## src/rtl/mips_bus_arbiter.sv

```systemverilog
// Two-requester (fetch/data) Avalon-MM master arbiter with little-endian byte-lane steering.
// Optional waitrequest timeout abort is compiled in with `define MIPS_BUS_TIMEOUT_EN.
`timescale 1ns/1ps
module mips_bus_arbiter #(
  parameter int unsigned TIMEOUT_CYCLES = 1023
) (
  input  logic        clk,
  input  logic        reset,
  input  logic        if_req,
  input  logic [31:0] if_addr,
  output logic        if_ack,
  output logic [31:0] if_rdata,
  input  logic        d_req,
  input  logic        d_we,
  input  logic [1:0]  d_size,
  input  logic        d_signed,
  input  logic [31:0] d_addr,
  input  logic [31:0] d_wdata,
  output logic        d_ack,
  output logic [31:0] d_rdata,
  output logic        err,
  output logic        busy,
  output logic [31:0] address,
  output logic        read,
  output logic        write,
  input  logic        waitrequest,
  output logic [31:0] writedata,
  output logic [3:0]  byteenable,
  input  logic [31:0] readdata
);

  typedef enum logic [1:0] {StIdle, StAccess, StDone} state_e;

  state_e      state_q, state_d;
  logic        last_data_q, last_data_d;
  logic        gnt_data_q, gnt_data_d;
  logic        we_q, we_d;
  logic [1:0]  size_q, size_d;
  logic        signed_q, signed_d;
  logic [31:0] addr_q, addr_d;
  logic [31:0] wdata_q, wdata_d;
  logic        err_q, err_d;
  logic [31:0] if_rdata_q, if_rdata_d;
  logic [31:0] d_rdata_q, d_rdata_d;

`ifdef MIPS_BUS_TIMEOUT_EN
  localparam int unsigned CntW = $clog2(TIMEOUT_CYCLES + 1);
  logic [CntW-1:0] wait_cnt_q, wait_cnt_d;
`endif

  logic        pick_data;
  logic [31:0] sel_addr;
  logic [1:0]  sel_size;
  logic        sel_mis;
  logic [3:0]  lane_be;
  logic [31:0] lane_wd;
  logic [31:0] rd_shift;
  logic [31:0] load_ext;

  // Round-robin: on a tie, data wins unless it was the last one granted.
  always_comb begin
    pick_data = d_req && (!if_req || !last_data_q);
    sel_addr  = pick_data ? d_addr : if_addr;
    sel_size  = pick_data ? d_size : 2'b10;
    case (sel_size)
      2'b00:   sel_mis = 1'b0;
      2'b01:   sel_mis = sel_addr[0];
      2'b10:   sel_mis = |sel_addr[1:0];
      default: sel_mis = 1'b1;
    endcase
  end

  always_comb begin
    rd_shift = readdata >> {addr_q[1:0], 3'b000};
    case (size_q)
      2'b00: begin
        lane_be  = 4'b0001 << addr_q[1:0];
        lane_wd  = {4{wdata_q[7:0]}};
        load_ext = signed_q ? {{24{rd_shift[7]}}, rd_shift[7:0]} : {24'b0, rd_shift[7:0]};
      end
      2'b01: begin
        lane_be  = 4'b0011 << addr_q[1:0];
        lane_wd  = {2{wdata_q[15:0]}};
        load_ext = signed_q ? {{16{rd_shift[15]}}, rd_shift[15:0]} : {16'b0, rd_shift[15:0]};
      end
      default: begin
        lane_be  = 4'b1111;
        lane_wd  = wdata_q;
        load_ext = readdata;
      end
    endcase
  end

  always_comb begin
    state_d     = state_q;
    last_data_d = last_data_q;
    gnt_data_d  = gnt_data_q;
    we_d        = we_q;
    size_d      = size_q;
    signed_d    = signed_q;
    addr_d      = addr_q;
    wdata_d     = wdata_q;
    err_d       = err_q;
    if_rdata_d  = if_rdata_q;
    d_rdata_d   = d_rdata_q;
`ifdef MIPS_BUS_TIMEOUT_EN
    wait_cnt_d  = wait_cnt_q;
`endif

    case (state_q)
      StIdle: begin
`ifdef MIPS_BUS_TIMEOUT_EN
        wait_cnt_d = '0;
`endif
        if (if_req || d_req) begin
          gnt_data_d  = pick_data;
          last_data_d = pick_data;
          we_d        = pick_data & d_we;
          size_d      = sel_size;
          signed_d    = pick_data & d_signed;
          addr_d      = sel_addr;
          wdata_d     = pick_data ? d_wdata : 32'b0;
          err_d       = sel_mis;
          if (sel_mis) begin
            // No bus cycle for misaligned requests; answer immediately with zero data.
            if (pick_data) d_rdata_d = 32'b0;
            else           if_rdata_d = 32'b0;
            state_d = StDone;
          end else begin
            state_d = StAccess;
          end
        end
      end

      StAccess: begin
        if (!waitrequest) begin
          if (gnt_data_q) d_rdata_d = we_q ? 32'b0 : load_ext;
          else            if_rdata_d = readdata;
          state_d = StDone;
        end
`ifdef MIPS_BUS_TIMEOUT_EN
        else if (wait_cnt_q == CntW'(TIMEOUT_CYCLES - 1)) begin
          err_d = 1'b1;
          if (gnt_data_q) d_rdata_d = 32'b0;
          else            if_rdata_d = 32'b0;
          state_d = StDone;
        end else begin
          wait_cnt_d = wait_cnt_q + 1'b1;
        end
`endif
      end

      StDone:  state_d = StIdle;
      default: state_d = StIdle;
    endcase
  end

  always_ff @(posedge clk) begin
    if (reset) begin
      state_q     <= StIdle;
      last_data_q <= 1'b0;
      gnt_data_q  <= 1'b0;
      we_q        <= 1'b0;
      size_q      <= 2'b00;
      signed_q    <= 1'b0;
      addr_q      <= 32'b0;
      wdata_q     <= 32'b0;
      err_q       <= 1'b0;
      if_rdata_q  <= 32'b0;
      d_rdata_q   <= 32'b0;
`ifdef MIPS_BUS_TIMEOUT_EN
      wait_cnt_q  <= '0;
`endif
    end else begin
      state_q     <= state_d;
      last_data_q <= last_data_d;
      gnt_data_q  <= gnt_data_d;
      we_q        <= we_d;
      size_q      <= size_d;
      signed_q    <= signed_d;
      addr_q      <= addr_d;
      wdata_q     <= wdata_d;
      err_q       <= err_d;
      if_rdata_q  <= if_rdata_d;
      d_rdata_q   <= d_rdata_d;
`ifdef MIPS_BUS_TIMEOUT_EN
      wait_cnt_q  <= wait_cnt_d;
`endif
    end
  end

  // Bus outputs are forced to zero outside ACCESS so idle cycles look like reset.
  always_comb begin
    address    = 32'b0;
    read       = 1'b0;
    write      = 1'b0;
    writedata  = 32'b0;
    byteenable = 4'b0000;
    if (state_q == StAccess) begin
      address    = {addr_q[31:2], 2'b00};
      read       = !we_q;
      write      = we_q;
      byteenable = lane_be;
      writedata  = we_q ? lane_wd : 32'b0;
    end
  end

  assign if_ack   = (state_q == StDone) && !gnt_data_q;
  assign d_ack    = (state_q == StDone) && gnt_data_q;
  assign err      = (state_q == StDone) && err_q;
  assign busy     = (state_q != StIdle);
  assign if_rdata = if_rdata_q;
  assign d_rdata  = d_rdata_q;

endmodule

```

## config.mk

```make
export PLATFORM = sky130hd
export DESIGN_NAME = mips_bus_arbiter
export DESIGN_NICKNAME = d
export VERILOG_FILES = /design/src/rtl/mips_bus_arbiter.sv
export SDC_FILE = /design/constraint.sdc
export NUM_CORES = 1
export LEC_CHECK = 0
export CAP_MARGIN = 20
export CORE_ASPECT_RATIO = 1.2
export CORE_MARGIN = 1
export CORE_UTILIZATION = 25
export DETAILED_ROUTE_END_ITERATION = 6
export GPL_ROUTABILITY_DRIVEN = 0
export REMOVE_ABC_BUFFERS = 1
export SYNTH_ARGS = -nofsm -noshare
export SYNTH_HDL_FRONTEND = slang
export SYNTH_SLANG_ARGS = --single-unit
```

## constraint.sdc

```tcl
create_clock -name clk -period 2.35 [get_ports clk]
set_input_delay 0.705 -clock clk [delete_from_list [all_inputs] [get_ports clk]]
set_output_delay 0.705 -clock clk [all_outputs]
set_load 0.02 [all_outputs]
```

### Word-level counts from Yosys, hierarchy flattened

Index checks and enable logic that the tools add are counted.

| word-level totals | value |
|---|---|
| output and inout bits | 138 |
| register bits after elaboration | 136 |
| word-level logic and storage cells | 78 |

| operators by class | value |
|---|---|
| reductions and logical operators | 19 |
| multiplexer cells | 32 |
| bitwise gates (word level) | 2 |
| shift-type cells | 3 |
| equal/unequal tests | 12 |

Operator list:

| cell | number |
|---|---|
| $mux W32 | 18 |
| $pmux W32 S2 | 4 |
| $shr A32 B5 Y16 | 1 |
| $ne A2 B2 Y1 const B | 7 |
| $reduce_and A6 Y1 | 2 |
| $mux W2 | 4 |
| $pmux W4 S2 | 1 |
| $eq A2 B1 Y1 const B | 3 |
| $logic_not A2 Y1 | 3 |
| $eq A2 B2 Y1 const B | 2 |
| $logic_and A1 B1 Y1 | 4 |
| $mux W4 | 1 |
| $pmux W2 S2 | 1 |
| $reduce_and A2 Y1 | 2 |
| $reduce_bool A2 Y1 | 2 |
| $shl A1 B2 Y4 const A | 1 |
| $shl A2 B2 Y4 const A | 1 |
| $logic_not A1 Y1 | 3 |
| $pmux W1 S3 | 1 |
| $and A1 B1 Y1 | 2 |
| $logic_or A1 B1 Y1 | 2 |
| $mux W1 | 2 |
| $reduce_or A2 Y1 | 1 |

### Longest topological paths before layout

Gate-level depths: netlist of the first run.

| depth | value |
|---|---|
| depth after elaboration | 9 |
| gate-level depth with buffers | 9 |
| gate-level depth less buffers | 5 |

### Worst setup path before layout of the first run

No wires, ideal clock.

| timing path | value |
|---|---|
| path kind | reg-to-output |
| start point | reg state_q[1] |
| end point | out writedata[13] |
| data arrival time | 1.518 ns |
| required time | 1.645 ns |
| setup slack | 0.127 ns |
| stages on the path, launching flop included | 7 |
| path through | dfxtp_1 > clkbuf_2 > nor2b_1 > clkbuf_1 > nand2_1 > clkbuf_1 > a21oi_1 |

| between the ends | value |
|---|---|
| longest elaborated chain between the ends | 2 |

Ends and longest elaborated chain:

| what | line | text |
|---|---|---|
| start: declaration | 34 | `state_e state_q, state_d;` |
| start signal: assignment | 160 | `state_q <= StIdle;` |
| start signal: assignment | 175 | `state_q <= state_d;` |
| $eq A2 B1 Y1 | 199 | `if (state_q == StAccess) begin` |
| $mux W32 | 199 |  |
| end: declaration | 27 | `output logic [31:0] writedata,` |

Every way passes these cells.

### Worst setup path after layout of the first run

| timing path | value |
|---|---|
| start point | reg state_q[0] |
| end point | out writedata[1] |

The elaborated chain is that of the path after synthesis.

==> results.json, run 1 <==
{
  "outcome": "complete, no violations",
  "htreeDepth": 4,
  "crit_type": "reg -> out",
  "worstRegToRegCells": 8,
  "die_area_um2": 27510,
  "yosysUniqueCellTypes": 45,
  "whs_ns": 0.4693,
  "max_stage_delay_ns": 0.33,
  "routedWlPerCell_um": 17.09,
  "grt_first_pass_wirelength_mm": 36.81,
  "vias": 6830,
  "antenna_found_initial": 1,
  "fmax_mhz": 433.1,
  "crit_required_ns": 1.64,
  "io_buffers": 272,
  "hold_class": "reg -> reg",
  "cp_slowest_cell": "dfxtp_2",
  "ys_ff_latch": 136,
  "drc": 0,
  "critical_path.most_common_cell": "buf_6",
  "setup_viol": 0,
  "grt-ovfl-total": 0,
  "cp-startpoint": "state_q[0]",
  "dp_cells": 1378,
  "cts_sinks": 136,
  "yosysTopAreaCell": "dfxtp_1",
  "clk_pin_slew_worst_paths_ns": 0.06,
  "dpl.hpwl_mm": 17.12,
  "syn_to_final_growth_pct": 61.08,
  "viasPerCell": 4.806,
  "synthCells": 791,
  "grt_usage_pct": 17.26,
  "netlist_top_cells_area": "dfxtp_1, mux2i_1, nor2_1",
  "cts_tree": "done",
  "grt_setup_unrepaired": "true",
  "cp_cell_sequence": "nor2b_4, buf_6, buf_6, clkbuf_16, and3_4, buf_6",
  "num-fill-cells": 2710,
  "worst_pin_slew_ns": 0.5642,
  "holdPathEnd": "if_rdata[28]",
  "synth_area_um2": 6713,
  "drv_cap": 0,
  "worst_skew_pair.late_latency_ns": 0.42,
  "seqCellArea_um2": 2731,
  "row_count": 65,
  "multi_input_comb_area_um2": 3676,
  "routed_wirelength_mm": 24.28,
  "r2r_end": "d_rdata[9]",
  "core-area_um2": 26350,
  "hold_viol": 0,
  "io_pins": 275,
  "cts_buffer_depth": 2,
  "drive_above_1_share_pct": 19.06,
  "slew_violations": 0,
  "grt_start_max_net_pins": 126,
  "synth_edf_count": 0,
  "antenna_cells": 0,
  "path_max_fanout": 7,
  "post_synth.cell_area_avg_um2": 8.486,
  "root_buffer": "clkbuf_16",
  "power_density_nw_per_um2": 623.6,
  "critPathArrivalTime_ns": 1.60,
  "p_leak_nw": 4.271,
  "cp-start-kind": "register",
  "grt_pass1_vias": 6661,
  "peakVddDrop_mv": 0.4892,
  "numCtsBuffers": 17,
  "start_util_pct": 25.47,
  "synth-main-ff-cell": "dfxtp_1",
  "r2r-start": "state_q[0]",
  "seq_area_frac_synth_pct": 40.56,
  "reg2reg_slack_ns": 0.30,
  "yosysWarnings": 0,
  "final.period_utilization_pct": 98.25,
  "drt_iter0_markers": 256,
  "ant_nets": 0,
  "cp-end-kind": "primary output",
  "timing.hold.worst.start": "if_rdata[28]",
  "utilization_pct": 41.04,
  "async_flop_share_pct": 0,
  "relSlewSlack_pct": 62.39,
  "nets": 1210,
  "hold_depth": 2,
  "min_period_ns": 2.309,
  "postCtsHoldBufs": 0,
  "instances_no_fill": 1421,
  "clock_skew_ns": 0.01209,
  "yosysTopAreaCellShare_pct": 40.56,
  "chipWidth_um": 151.6,
  "die_h_um": 181.5,
  "dr.pass1.iters": 5
}
worst max-delay path, delay by kind of cell, from the launching register on:
kind | cells | cell delay, ns
DFF | 1 | 0.33
and+or+nand+nor | 2 | 0.37
buffers and inverters | 4 | 0.49
placed cells by master (no fill, tap or decap), drive strengths merged, types with 7 or more instances in the layout:
cell           instances
clkdlybuf4s50        199
buf                  134
nand2                 19
nor2                 113
a21oi                 77
a22oi                 35
and2                  31
nand2b                34
o221ai                15
and3                   9
o21ai                 50
clkbuf                26
dfxtp                136
a211oi                32
inv                    7
nand4                 32
mux2i                 89
state kept, by name (all words and copies together), names as in the netlist:
signal / count
d_rdata: 32
gnt_data_q: 1
wdata_q: 32
we_q: 1
err_q: 1
size_q: 2
state_q: 2
if_rdata: 32
signed_q: 1
addr_q: 32
metrics by stage:
stage,TNS [ns],cell area (um^2),power [mW],worst slack [ns]
2_1_floorplan,-383.79,6324,3.267,-2.762
3_3_place_gp,-17.56,10160,4.127,-0.2144
3_5_place_dp,-20.69,10160,4.143,-0.2721
4_1_cts,-0.02836,10510,6.770,-0.01220
5_1_grt,-0.09555,10810,7.066,-0.02536
6_report,0,10810,6.743,0.04110
power breakdown:
group / total, mW / switching, mW / internal [mW] / leakage, nW
Sequential: 2.52 / 0.0830 / 2.44 / 1.11
Clock: 2.60 / 1.10 / 1.50 / 0.264
Combinational: 1.62 / 0.832 / 0.787 / 2.90
kinds of logic (layout without fill, tap and decap cells):
| group | after synthesis | in the layout | synth area share, % |
|---|---|---|---|
| AO/OA/AOI/OAI | 219 | 219 | 20.41 |
| buffers and inverters | 88 | 382 | 6.076 |
| flip-flops | 136 | 136 | 40.56 |
| multiplexers | 90 | 90 | 13.61 |
| other | 1 | 2 | 0.05586 |
| AND/OR/NAND/NOR | 257 | 257 | 19.29 |
cell usage after synthesis, types with 2 or more instances:
cell type / instances
a21oi_1: 77
buf_8: 3
or2_2: 2
o221ai_1: 15
nand4_1: 32
nor3b_1: 3
buf_1: 9
clkbuf_1: 46
mux2i_1: 89
and3_1: 9
nand2b_1: 34
a22oi_1: 35
clkbuf_2: 3
nor2_1: 112
nor3_1: 3
buf_4: 2
buf_2: 20
dfxtp_1: 136
and2_1: 31
inv_1: 4
o21bai_1: 2
and3b_1: 2
a211oi_1: 32
o21ai_0: 48
nand2_1: 19
nor2b_1: 4
how the worst max path moves through the flow:
stage,to,cells after the start
after floorplan,d_rdata[0],5
after global placement,d_rdata[24],7
after detailed placement,if_rdata[15],9
after CTS,writedata[6],6
after global routing,writedata[1],6
final,writedata[1],6
timing repair:
action	4_1_cts	5_1_grt
setup endpoints to repair	72	44
gates resized for setup	291	65
buffers inserted	5	1
pin swaps	0	2
gates cloned	0	5
routing by layer:
metal / GRT usage (%) / wire length, um / share of wire [%] / up-vias
li1: - / - / - / 3401
met1: 21.34 / 10310 / 42 / 3170
met2: 28.73 / 11880 / 49 / 238
met3: 5.251 / 1803 / 7.4 / 19
met4: 4.594 / 278 / 1.1 / 2
met5: 0 / 11 / 0.045 / -
layout make-up:
cell class                 instances  area share (%)
tap                              335           3.876
multi-input combinational        568           34.00
clock buffer                      20           4.131
clock inverter                    12           1.088
timing repair buffer             346           31.51
inverter                           4          0.1389
sequential                       136           25.26
Note: power is estimated with default switching activity, not from simulation.
==> run 2, diff against run 1 <==
Settings changed: CTS_CLUSTER_SIZE set to 40.
==> results of run 2 <==
Final layout, timing and power as in run 1 (identical DEF).
